`config.mk`:
```
export PLATFORM = sky130hd
export DESIGN_NAME = seq_alu_flagged
export DESIGN_NICKNAME = d
export VERILOG_FILES = /design/src/rtl/seq_alu_flagged.sv
export SDC_FILE = /design/constraint.sdc
export NUM_CORES = 1
export LEC_CHECK = 0
export BUFFER_PORTS_ARGS = -buffer_cell sky130_fd_sc_hd__buf_2
export CAP_MARGIN = 20
export CORE_MARGIN = 2
export CORE_UTILIZATION = 62
export CTS_CLUSTER_DIAMETER = 80
export DETAILED_ROUTE_END_ITERATION = 16
export PLACE_DENSITY = 0.8
export RECOVER_POWER = 100
export SYNTH_ARGS = -nofsm -noshare
export SYNTH_HDL_FRONTEND = slang
export SYNTH_SLANG_ARGS = --single-unit
```
`constraint.sdc`:
```
create_clock -name clk -period 3.5 [get_ports clk]
set_clock_uncertainty 0.1 [all_clocks]
set_input_delay 0.525 -clock clk [delete_from_list [all_inputs] [get_ports clk]]
set_output_delay 0.525 -clock clk [all_outputs]
set_load 0.05 [all_outputs]
```
`src/rtl/seq_alu_flagged.sv`:
```
// Execute stage feeding the processor flags register: single-cycle ALU ops plus
// an iterative LSB-first shift-add multiply, with merged 5-bit flags {C,L,F,Z,N}.
module seq_alu_flagged #(
   parameter int WIDTH = 16,
   parameter int SHW   = $clog2(WIDTH)
) (
   input  logic             clk,
   input  logic             reset,
   input  logic             start,
   input  logic [3:0]       op,
   input  logic [WIDTH-1:0] a,
   input  logic [WIDTH-1:0] b,
   input  logic [4:0]       flags_in,
   output logic             busy,
   output logic             done,
   output logic [WIDTH-1:0] result,
   output logic             rd_we,
   output logic [4:0]       flags,
   output logic             flag_en
);

   localparam logic [3:0] OP_ADD = 4'd0;
   localparam logic [3:0] OP_SUB = 4'd1;
   localparam logic [3:0] OP_CMP = 4'd2;
   localparam logic [3:0] OP_AND = 4'd3;
   localparam logic [3:0] OP_OR  = 4'd4;
   localparam logic [3:0] OP_XOR = 4'd5;
   localparam logic [3:0] OP_MOV = 4'd6;
   localparam logic [3:0] OP_LSH = 4'd7;
   localparam logic [3:0] OP_MUL = 4'd8;

   localparam int FC = 4;
   localparam int FL = 3;
   localparam int FF = 2;
   localparam int FZ = 1;
   localparam int FN = 0;

   localparam int CW = $clog2(WIDTH + 1);
   localparam logic [SHW+1:0] WIDTH_M = (SHW+2)'(WIDTH);

   typedef enum logic [1:0] {S_IDLE, S_MUL, S_DONE} state_t;

   state_t               state;
   logic [CW-1:0]        cnt_p0;
   logic [2*WIDTH-1:0]   prod_p0;
   logic [WIDTH-1:0]     mcand_p0;
   logic [4:0]           flg_p0;

   logic signed [WIDTH-1:0] a_s;
   logic signed [WIDTH-1:0] b_s;
   logic [WIDTH:0]       sum_w;
   logic [WIDTH:0]       dif_w;
   logic [WIDTH-1:0]     alu_res;
   logic [4:0]           alu_flg;
   logic                 alu_we;
   logic                 alu_fen;
   logic [WIDTH:0]       mul_sum;
   logic [2*WIDTH-1:0]   mul_next;

   // Two's-complement shift amount: positive shifts left, negative shifts right;
   // any magnitude of WIDTH or more flushes the value to zero.
   function automatic logic [WIDTH-1:0] lsh(input logic [WIDTH-1:0] v,
                                            input logic signed [SHW:0] k);
      logic [SHW+1:0] mag;
      logic [WIDTH-1:0] r;
      if (k >= 0) mag = {1'b0, k};
      else        mag = -{k[SHW], k};
      if (mag >= WIDTH_M)  r = '0;
      else if (k >= 0)     r = v << mag;
      else                 r = v >> mag;
      return r;
   endfunction

   assign a_s   = a;
   assign b_s   = b;
   assign sum_w = {1'b0, a} + {1'b0, b};
   assign dif_w = {1'b0, a} - {1'b0, b};
   assign busy  = (state != S_IDLE);

   always_comb begin
      alu_res = result;
      alu_flg = flags_in;
      alu_we  = 1'b0;
      alu_fen = 1'b0;
      case (op)
         OP_ADD: begin
            alu_res     = sum_w[WIDTH-1:0];
            alu_flg[FC] = sum_w[WIDTH];
            alu_flg[FF] = (a[WIDTH-1] == b[WIDTH-1]) && (sum_w[WIDTH-1] != a[WIDTH-1]);
            alu_flg[FZ] = ~|sum_w[WIDTH-1:0];
            alu_flg[FN] = sum_w[WIDTH-1];
            alu_we      = 1'b1;
            alu_fen     = 1'b1;
         end
         OP_SUB: begin
            alu_res     = dif_w[WIDTH-1:0];
            alu_flg[FC] = dif_w[WIDTH];
            alu_flg[FF] = (a[WIDTH-1] != b[WIDTH-1]) && (dif_w[WIDTH-1] != a[WIDTH-1]);
            alu_flg[FZ] = ~|dif_w[WIDTH-1:0];
            alu_flg[FN] = dif_w[WIDTH-1];
            alu_we      = 1'b1;
            alu_fen     = 1'b1;
         end
         OP_CMP: begin
            alu_flg[FL] = (a < b);
            alu_flg[FN] = (a_s < b_s);
            alu_flg[FZ] = (a == b);
            alu_fen     = 1'b1;
         end
         OP_AND: begin alu_res = a & b; alu_we = 1'b1; end
         OP_OR:  begin alu_res = a | b; alu_we = 1'b1; end
         OP_XOR: begin alu_res = a ^ b; alu_we = 1'b1; end
         OP_MOV: begin alu_res = b;     alu_we = 1'b1; end
         OP_LSH: begin
            alu_res = lsh(a, $signed(b[SHW:0]));
            alu_we  = 1'b1;
         end
         default: ;
      endcase
   end

   // One shift-add step: conditionally add the multiplicand into the high half,
   // then shift the whole product right, consuming one multiplier bit.
   assign mul_sum  = {1'b0, prod_p0[2*WIDTH-1:WIDTH]} +
                     (prod_p0[0] ? {1'b0, mcand_p0} : '0);
   assign mul_next = {mul_sum, prod_p0[WIDTH-1:1]};

   always_ff @(posedge clk or posedge reset) begin
      if (reset) begin
         state    <= S_IDLE;
         done     <= 1'b0;
         rd_we    <= 1'b0;
         flag_en  <= 1'b0;
         result   <= '0;
         flags    <= '0;
         cnt_p0   <= '0;
         prod_p0  <= '0;
         mcand_p0 <= '0;
         flg_p0   <= '0;
      end else begin
         case (state)
            S_IDLE: begin
               if (start) begin
                  mcand_p0 <= a;
                  flg_p0   <= flags_in;
                  if (op == OP_MUL) begin
                     prod_p0 <= {{WIDTH{1'b0}}, b};
                     cnt_p0  <= CW'(WIDTH);
                     state   <= S_MUL;
                  end else begin
                     result  <= alu_res;
                     flags   <= alu_flg;
                     rd_we   <= alu_we;
                     flag_en <= alu_fen;
                     done    <= 1'b1;
                     state   <= S_DONE;
                  end
               end
            end
            S_MUL: begin
               prod_p0 <= mul_next;
               cnt_p0  <= cnt_p0 - CW'(1);
               if (cnt_p0 == CW'(1)) begin
                  result  <= mul_next[WIDTH-1:0];
                  flags   <= {|mul_next[2*WIDTH-1:WIDTH], flg_p0[FL], flg_p0[FF],
                              ~|mul_next[WIDTH-1:0], mul_next[WIDTH-1]};
                  rd_we   <= 1'b1;
                  flag_en <= 1'b1;
                  done    <= 1'b1;
                  state   <= S_DONE;
               end
            end
            S_DONE: begin
               done    <= 1'b0;
               rd_we   <= 1'b0;
               flag_en <= 1'b0;
               state   <= S_IDLE;
            end
            default: state <= S_IDLE;
         endcase
      end
   end

endmodule

```
======== Word level (Yosys, flattened, before mapping) ========
Cells that the tools add are included.
cells by class
  add/subtract/negate cells ............... 5
  $lt $le $gt $ge ......................... 4
  equality and inequality tests ........... 21
  shift operators ......................... 2
  mux-type cells .......................... 40
  bitwise gates (word level) .............. 3
  reduce and logical (&&, ||, !) cells .... 22
operators by type and width
  cell                                                             count
  16-bit case mux with 7 select lines                              1
  16-bit 2-to-1 mux                                                6
  32-bit 2-to-1 mux                                                2
  32-bit case mux with 2 select lines                              1
  16-bit OR reduction                                              4
  16-bit by 16-bit adder with 17-bit output                        2
  16-bit < comparator                                              2
  16-bit case mux with 2 select lines                              1
  5-bit 2-to-1 mux                                                 5
  5-bit case mux with 2 select lines                               2
  16-bit by 16-bit subtractor with 17-bit output                   1
  16-bit bitwise AND                                               1
  16-bit == test                                                   1
  4-bit by 3-bit == test with 1-bit output, second input constant  4
  16-bit OR                                                        1
  16-bit by 6-bit left shift with 16-bit output                    1
  16-bit by 6-bit right shift with 16-bit output                   1
  16-bit XOR                                                       1
  6-bit 2-to-1 mux                                                 2
  1-bit 2-to-1 mux                                                 10
  1-bit case mux with 3 select lines                               3
  4-bit by 2-bit == test with 1-bit output, second input constant  2
  2-bit != test, second input constant                             4
  8-bit by 1-bit != test with 1-bit output, second input constant  1
  27 further kinds                                                 38
word-level totals
  bits in registers ....................... 83
  input bits .............................. 44
  output and inout bits ................... 25
  word-level logic and storage cells ...... 107

======== Depth between registers and ports, before layout ========
  word-level depth ........................ 10
  depth in mapped cells ................... 15
  gate-level depth less buffers ........... 13

======== Least setup slack after synthesis ========
No wires, ideal clock.
  kind .................................... input to register
  from .................................... input b[0]
  to ...................................... register result[7]
  library setup time ...................... 127 ps
  data arrival time ....................... 3283 ps
  slack ................................... -10 ps
  stages .................................. 14
  cell sequence ........................... buf_2 inv_2 buf_1 ha_1 mux2i_4 buf_4 mux2i_1 mux2i_1 mux2i_1 nor4_1 a2111oi_0 o311ai_0 o211ai_1 a21oi_1
between the ends
  word-level cells in the longest chain between the ends .. 10
  elaborated cells on any way between the ends .. 15
RTL lines
  what                                                                                                                    RTL line    source
  start: declaration                                                                                                      12          input logic [WIDTH-1:0] b,
  6-bit negator / 5-bit by 1-bit greater-or-equal comparator with 1-bit output (equally long branches)                    67, 66, 69
  6-bit 2-to-1 mux                                                                                                        66          if (k >= 0) mag = {1'b0, k};
  6-bit 2-to-1 mux                                                                                                        85          case (op)
  16-bit by 6-bit right shift with 16-bit output / 16-bit by 6-bit left shift with 16-bit output (equally long branches)  70, 69
  16-bit 2-to-1 mux                                                                                                       69          else if (k >= 0) r = v << mag;
  16-bit 2-to-1 mux                                                                                                       68          if (mag >= WIDTH_M) r = '0;
  16-bit case mux with 7 select lines *                                                                                   85
  16-bit 2-to-1 mux *                                                                                                     146         if (op == OP_MUL) begin
  16-bit 2-to-1 mux *                                                                                                     143         if (start) begin
  16-bit case mux with 2 select lines *                                                                                   141         case (state)
  end signal: assignment                                                                                                  151         result <= alu_res;
  end signal: assignment                                                                                                  164         result <= mul_next[WIDTH-1:0];
  end: declaration                                                                                                        16          output logic [WIDTH-1:0] result,
Mark *: on every way between the ends. The rest lies on a longest branch, timed or not. The select of a mux whose other input is x is not followed.
A chain may end at the register's enable or synchronous reset.

======== Worst setup path in the final report ========
  from .................................... register prod_p0[0]
  to ...................................... register flags[4]
between the ends
  word-level cells in the longest chain between the ends .. 5
RTL lines
  what                                       RTL line  source
  start: declaration                         45        logic [2*WIDTH-1:0] prod_p0;
  start signal: assignment                   147       prod_p0 <= {{WIDTH{1'b0}}, b};
  start signal: assignment                   161       prod_p0 <= mul_next;
  16-bit 2-to-1 mux                          125       (prod_p0[0] ? {1'b0, mcand_p0} : '0);
  16-bit by 16-bit adder with 17-bit output  124       assign mul_sum = {1'b0, prod_p0[2*WIDTH-1:WIDTH]} +
  16-bit OR reduction                        165       flags <= {|mul_next[2*WIDTH-1:WIDTH], flg_p0[FL], flg_p0[FF],
  5-bit 2-to-1 mux                           163       if (cnt_p0 == CW'(1)) begin
  5-bit case mux with 2 select lines         141
  end signal: assignment                     152       flags <= alu_flg;
  end signal: assignment                     165
  end: declaration                           18        output logic [4:0] flags,
No other way between the ends. The select of a mux whose other input is x is not followed.

==> metrics <==
run status=complete, but fails checks; violations in the final reports=capacitance limit, slew limit; GRT overflow=0; Die H=~120 µm; Setup Viol. Count Final=0; average wire per standard cell=~24 µm; ANT nets after route=0; standby leakage power=around 4.6 nW; Power, Total=~0.0049 W; maximum clock insertion buffer count=2; antenna violations before repair=0; worst path bufs/invs=1; proportion of synthesized chip area in sequential cells=approximately a quarter; crit path DAT=~3600 ps; pin count of the biggest net entering global routing=38; count of unique library cells instantiated by Yosys=82; aggregate routed wire length=roughly 33 mm; fraction of layout cells with a size suffix above 1=roughly 17%; total of buffers placed on input and output ports=between 60 and 70; synthesized netlist cell count=~1.1k; DR pass1 iterations=8; fill cell count=1,056; FFs w/ async S/R, synth=100%; biggest cell delay along the critical path=between 500 and 600 ps; Synth Net Count=about 1.2k; clock transition at the registers of the reported paths=~60 ps; ANT cells=0; number of vias after detailed routing=around 9.4k; period utilisation layout=a little over nine tenths; Final Slew Violations=37; Final GP Congestion=1.06; multi-input logic area=around 6000 µm²; CTS tree=done; class of the worst hold path=in2reg; Post-synth EDFFs=0; number of hold violations in the final report=0; CTS Sinks=81; Nets=between 1k and 1.5k; H-tree level count=3; Tightest Pin Transition=1530 ps; fmax=~290 MHz; accumulated negative setup slack=0 ps; required time at the worst-slack endpoint=3630 ps; iteration-0 DRC count of the detailed router=between 1k and 1.5k; Final HPWL DP=between 20 and 30 mm; GR Util All Layers=44.7%; Clock Latency Late Sink=between 300 and 400 ps; via count of the first global-routing pass=9,003; PwrDens=a little under 500 nW/µm²; initial standard-cell utilization of the core=64.1%; Ys Warns=0; worst setup path class=reg2reg; area growth from synthesis to layout=15.2%; CP max FO=4; cell area after synthesis=~8600 µm²; first-pass GRT wire length=between 40 and 50 mm; CTS buffer count=9; # IOs=69; Worst setup SP type=flop; Remaining DRCs=0; number of standard-cell rows in the floorplan=42; combined flip-flop and latch cell area=2030 µm²; max_slew headroom=-2.67%; CP Cell Sequence=and2_1 > ha_1 > inv_1 > fa_2 > nor2b_2 > o211ai_1 > a21boi_1 > or2_2 > xor2_1 > or4_1 > nor4_2 > nand4_1 > o31a_1; top cell family by delay on the critical path=simple AND/OR/NAND/NOR gates; width of the die=roughly 120 µm; #FFs+latches synth=81; endpoint kind of the worst setup timing path=flop; core region area=13,300 µm²; average cell area after synthesis=7.95 µm²; VDD IR max=311 µV; final core occ=73.9%; Clock Root Buffer=sky130_fd_sc_hd__clkbuf_16; number of max-capacitance violations reported=1; final worst path period need=roughly 3400 ps; cell with the biggest individual delay on the critical path=sky130_fd_sc_hd__or4_1; hold-fix buffer count after cts=0; flip-flop cell with the highest count after synthesis=sky130_fd_sc_hd__dfrtp_1; unrepaired setup endpoints after global routing=true; DIE AREA=approximately 15,000 µm²; number of vias per cell=slightly below 7
-- cells in the mapped netlist (5+ instances only) --
| cell type | instances | area share (%) |
|---|---|---|
| sky130_fd_sc_hd__o22ai_1 | 9 | 0.66 |
| sky130_fd_sc_hd__nand2_1 | 95 | 4.2 |
| sky130_fd_sc_hd__o21a_1 | 10 | 0.88 |
| sky130_fd_sc_hd__o21ai_0 | 99 | 5.8 |
| sky130_fd_sc_hd__and2_1 | 17 | 1.2 |
| sky130_fd_sc_hd__a21oi_1 | 73 | 4.3 |
| sky130_fd_sc_hd__nor2b_1 | 9 | 0.66 |
| sky130_fd_sc_hd__buf_1 | 6 | 0.26 |
| sky130_fd_sc_hd__a22o_1 | 10 | 1.0 |
| sky130_fd_sc_hd__o211ai_1 | 11 | 0.96 |
| sky130_fd_sc_hd__a221o_1 | 6 | 0.70 |
| sky130_fd_sc_hd__or3_1 | 6 | 0.44 |
| sky130_fd_sc_hd__nor3_1 | 17 | 0.99 |
| sky130_fd_sc_hd__inv_1 | 70 | 3.1 |
| sky130_fd_sc_hd__xnor2_1 | 35 | 3.6 |
| sky130_fd_sc_hd__a31oi_1 | 8 | 0.58 |
| sky130_fd_sc_hd__or2_2 | 5 | 0.37 |
| sky130_fd_sc_hd__nand4_1 | 8 | 0.58 |
| sky130_fd_sc_hd__a211oi_1 | 10 | 0.88 |
| sky130_fd_sc_hd__nor2_1 | 97 | 4.3 |
| sky130_fd_sc_hd__a221oi_1 | 18 | 1.8 |
| sky130_fd_sc_hd__a222oi_1 | 12 | 1.4 |
| sky130_fd_sc_hd__ha_1 | 71 | 10 |
| sky130_fd_sc_hd__nor4_1 | 12 | 0.88 |
| sky130_fd_sc_hd__clkbuf_1 | 47 | 2.1 |
| sky130_fd_sc_hd__and3_1 | 8 | 0.58 |
| sky130_fd_sc_hd__a2111oi_0 | 6 | 0.61 |
| sky130_fd_sc_hd__mux2_2 | 11 | 1.4 |
| sky130_fd_sc_hd__nor4b_1 | 5 | 0.51 |
| sky130_fd_sc_hd__nand3_1 | 21 | 1.2 |
| sky130_fd_sc_hd__dfrtp_1 | 81 | 24 |
| sky130_fd_sc_hd__a21o_1 | 11 | 0.96 |
| sky130_fd_sc_hd__o21bai_1 | 5 | 0.44 |
| sky130_fd_sc_hd__xor2_1 | 14 | 1.4 |
| sky130_fd_sc_hd__buf_2 | 10 | 0.58 |
| sky130_fd_sc_hd__o31ai_1 | 5 | 0.44 |
| sky130_fd_sc_hd__mux2i_1 | 49 | 5.7 |
| sky130_fd_sc_hd__nand2b_1 | 17 | 1.2 |
-- through the flow --
stage	cell area (µm²)	cells	setup slack, ps	hold slack, ps
global placement	9580	1351	112	354
global route	9860	1370	-72.3	344
floorplan	8560	1077	169	342
detailed placement	9580	1351	80.6	364
CTS	9910	1369	17.6	124
finish	9860	1370	65.7	324
-- worst register-to-register path, cell delays in order, from the launching register on --
cell and delay, ps:
sky130_fd_sc_hd__dfrtp_1 420, sky130_fd_sc_hd__and2_1 180, sky130_fd_sc_hd__ha_1 240, sky130_fd_sc_hd__inv_1 90, sky130_fd_sc_hd__fa_2 230, sky130_fd_sc_hd__nor2b_2 60, sky130_fd_sc_hd__o211ai_1 230, sky130_fd_sc_hd__a21boi_1 130
sky130_fd_sc_hd__or2_2 300, sky130_fd_sc_hd__xor2_1 160, sky130_fd_sc_hd__or4_1 540, sky130_fd_sc_hd__nor4_2 160, sky130_fd_sc_hd__nand4_1 180, sky130_fd_sc_hd__o31a_1 290
-- report_power, final --
group          leakage (nW)  switching (W)  internal, W  total, W
Clock                 0.147       0.000429     0.000560  0.000990
Sequential             1.04       0.000238      0.00124   0.00148
Combinational          3.45        0.00164     0.000759   0.00240
Total                  4.63        0.00231      0.00256   0.00487
-- path summary, 6_finish.rpt --
path                       depth (start not counted)          from  slack, ps      endpoint
min                                                2   flags_in[2]        320     flg_p0[2]
max                                               13    prod_p0[0]         70      flags[4]
min in group asynchronous                          2         reset        410     cnt_p0[2]
max reg2reg                                       13    prod_p0[0]         70      flags[4]
min reg2reg                                        2  mcand_p0[12]        380  mcand_p0[12]
max in group asynchronous                          3         reset       1360     result[8]
-- final cells by class --
| type | instances | area share [%] |
|---|---|---|
| clock inverters | 7 | 0.787 |
| repair buffers | 167 | 10.5 |
| multi-input cells | 859 | 60.9 |
| clock buffers | 9 | 2.28 |
| flip-flops and latches | 81 | 20.6 |
| inverters | 71 | 2.71 |
| well taps | 176 | 2.23 |
-- layer usage --
layer  track usage, %  share of wire, %
met1             54.0                37
met4             27.3               7.2
met5                0                 0
met3             11.0                11
met2             71.5                45
-- placed cells by master, fill, tap and decap left out, types with 8 or more instances in the layout --
cell type                    n
sky130_fd_sc_hd__o211ai_1   11
sky130_fd_sc_hd__and2_1     17
sky130_fd_sc_hd__nor2b_1     8
sky130_fd_sc_hd__o22ai_1     9
sky130_fd_sc_hd__a31oi_1     8
sky130_fd_sc_hd__a222oi_1   12
sky130_fd_sc_hd__nand3_1    21
sky130_fd_sc_hd__nor4_1     10
sky130_fd_sc_hd__a22o_1     10
sky130_fd_sc_hd__clkbuf_16   9
sky130_fd_sc_hd__o21ai_0    99
sky130_fd_sc_hd__nand2b_1   17
sky130_fd_sc_hd__nor2_1     96
sky130_fd_sc_hd__o21a_1     10
sky130_fd_sc_hd__nor3_1     17
sky130_fd_sc_hd__a211oi_1   10
sky130_fd_sc_hd__nand4_1     8
sky130_fd_sc_hd__mux2i_1    49
sky130_fd_sc_hd__xor2_1     14
sky130_fd_sc_hd__nand2_1    95
sky130_fd_sc_hd__xnor2_1    35
sky130_fd_sc_hd__buf_4      91
sky130_fd_sc_hd__inv_1      69
sky130_fd_sc_hd__and3_1      8
sky130_fd_sc_hd__clkbuf_1   27
sky130_fd_sc_hd__a21o_1     11
sky130_fd_sc_hd__a21oi_1    74
sky130_fd_sc_hd__a221oi_1   18
sky130_fd_sc_hd__mux2_2     11
sky130_fd_sc_hd__buf_2      41
sky130_fd_sc_hd__ha_1       70
sky130_fd_sc_hd__dfrtp_1    81
-- sequential cells by signal (all words and copies together) (netlist names) --
register and flops:
cnt_p0 5, state 2, rd_we 1, mcand_p0 16, flg_p0 2, flags 5, flag_en 1, done 1
result 16, prod_p0 32
-- logic make-up (layout without fill, tap and decap cells) --
| group | count (synthesis) | count (layout) | share of synthesized area, % |
|---|---|---|---|
| AO/OA/AOI/OAI | 341 | 341 | 26.9 |
| AND/OR/NAND/NOR | 329 | 329 | 18.3 |
| buffers and inverters | 137 | 254 | 6.29 |
| flip-flops | 81 | 81 | 23.7 |
| adder cells (fa/ha/maj) | 74 | 74 | 11.1 |
| multiplexers | 65 | 65 | 8.49 |
| XOR/XNOR | 50 | 50 | 5.20 |
-- what timing repair did --
action,4_1_cts,5_1_grt
pin swaps,3,2
hold endpoints to repair,0,0
gates resized for setup,1,4
setup endpoints to repair,1,2
buffers inserted,2,1
Power figures use the tool's default switching activity.
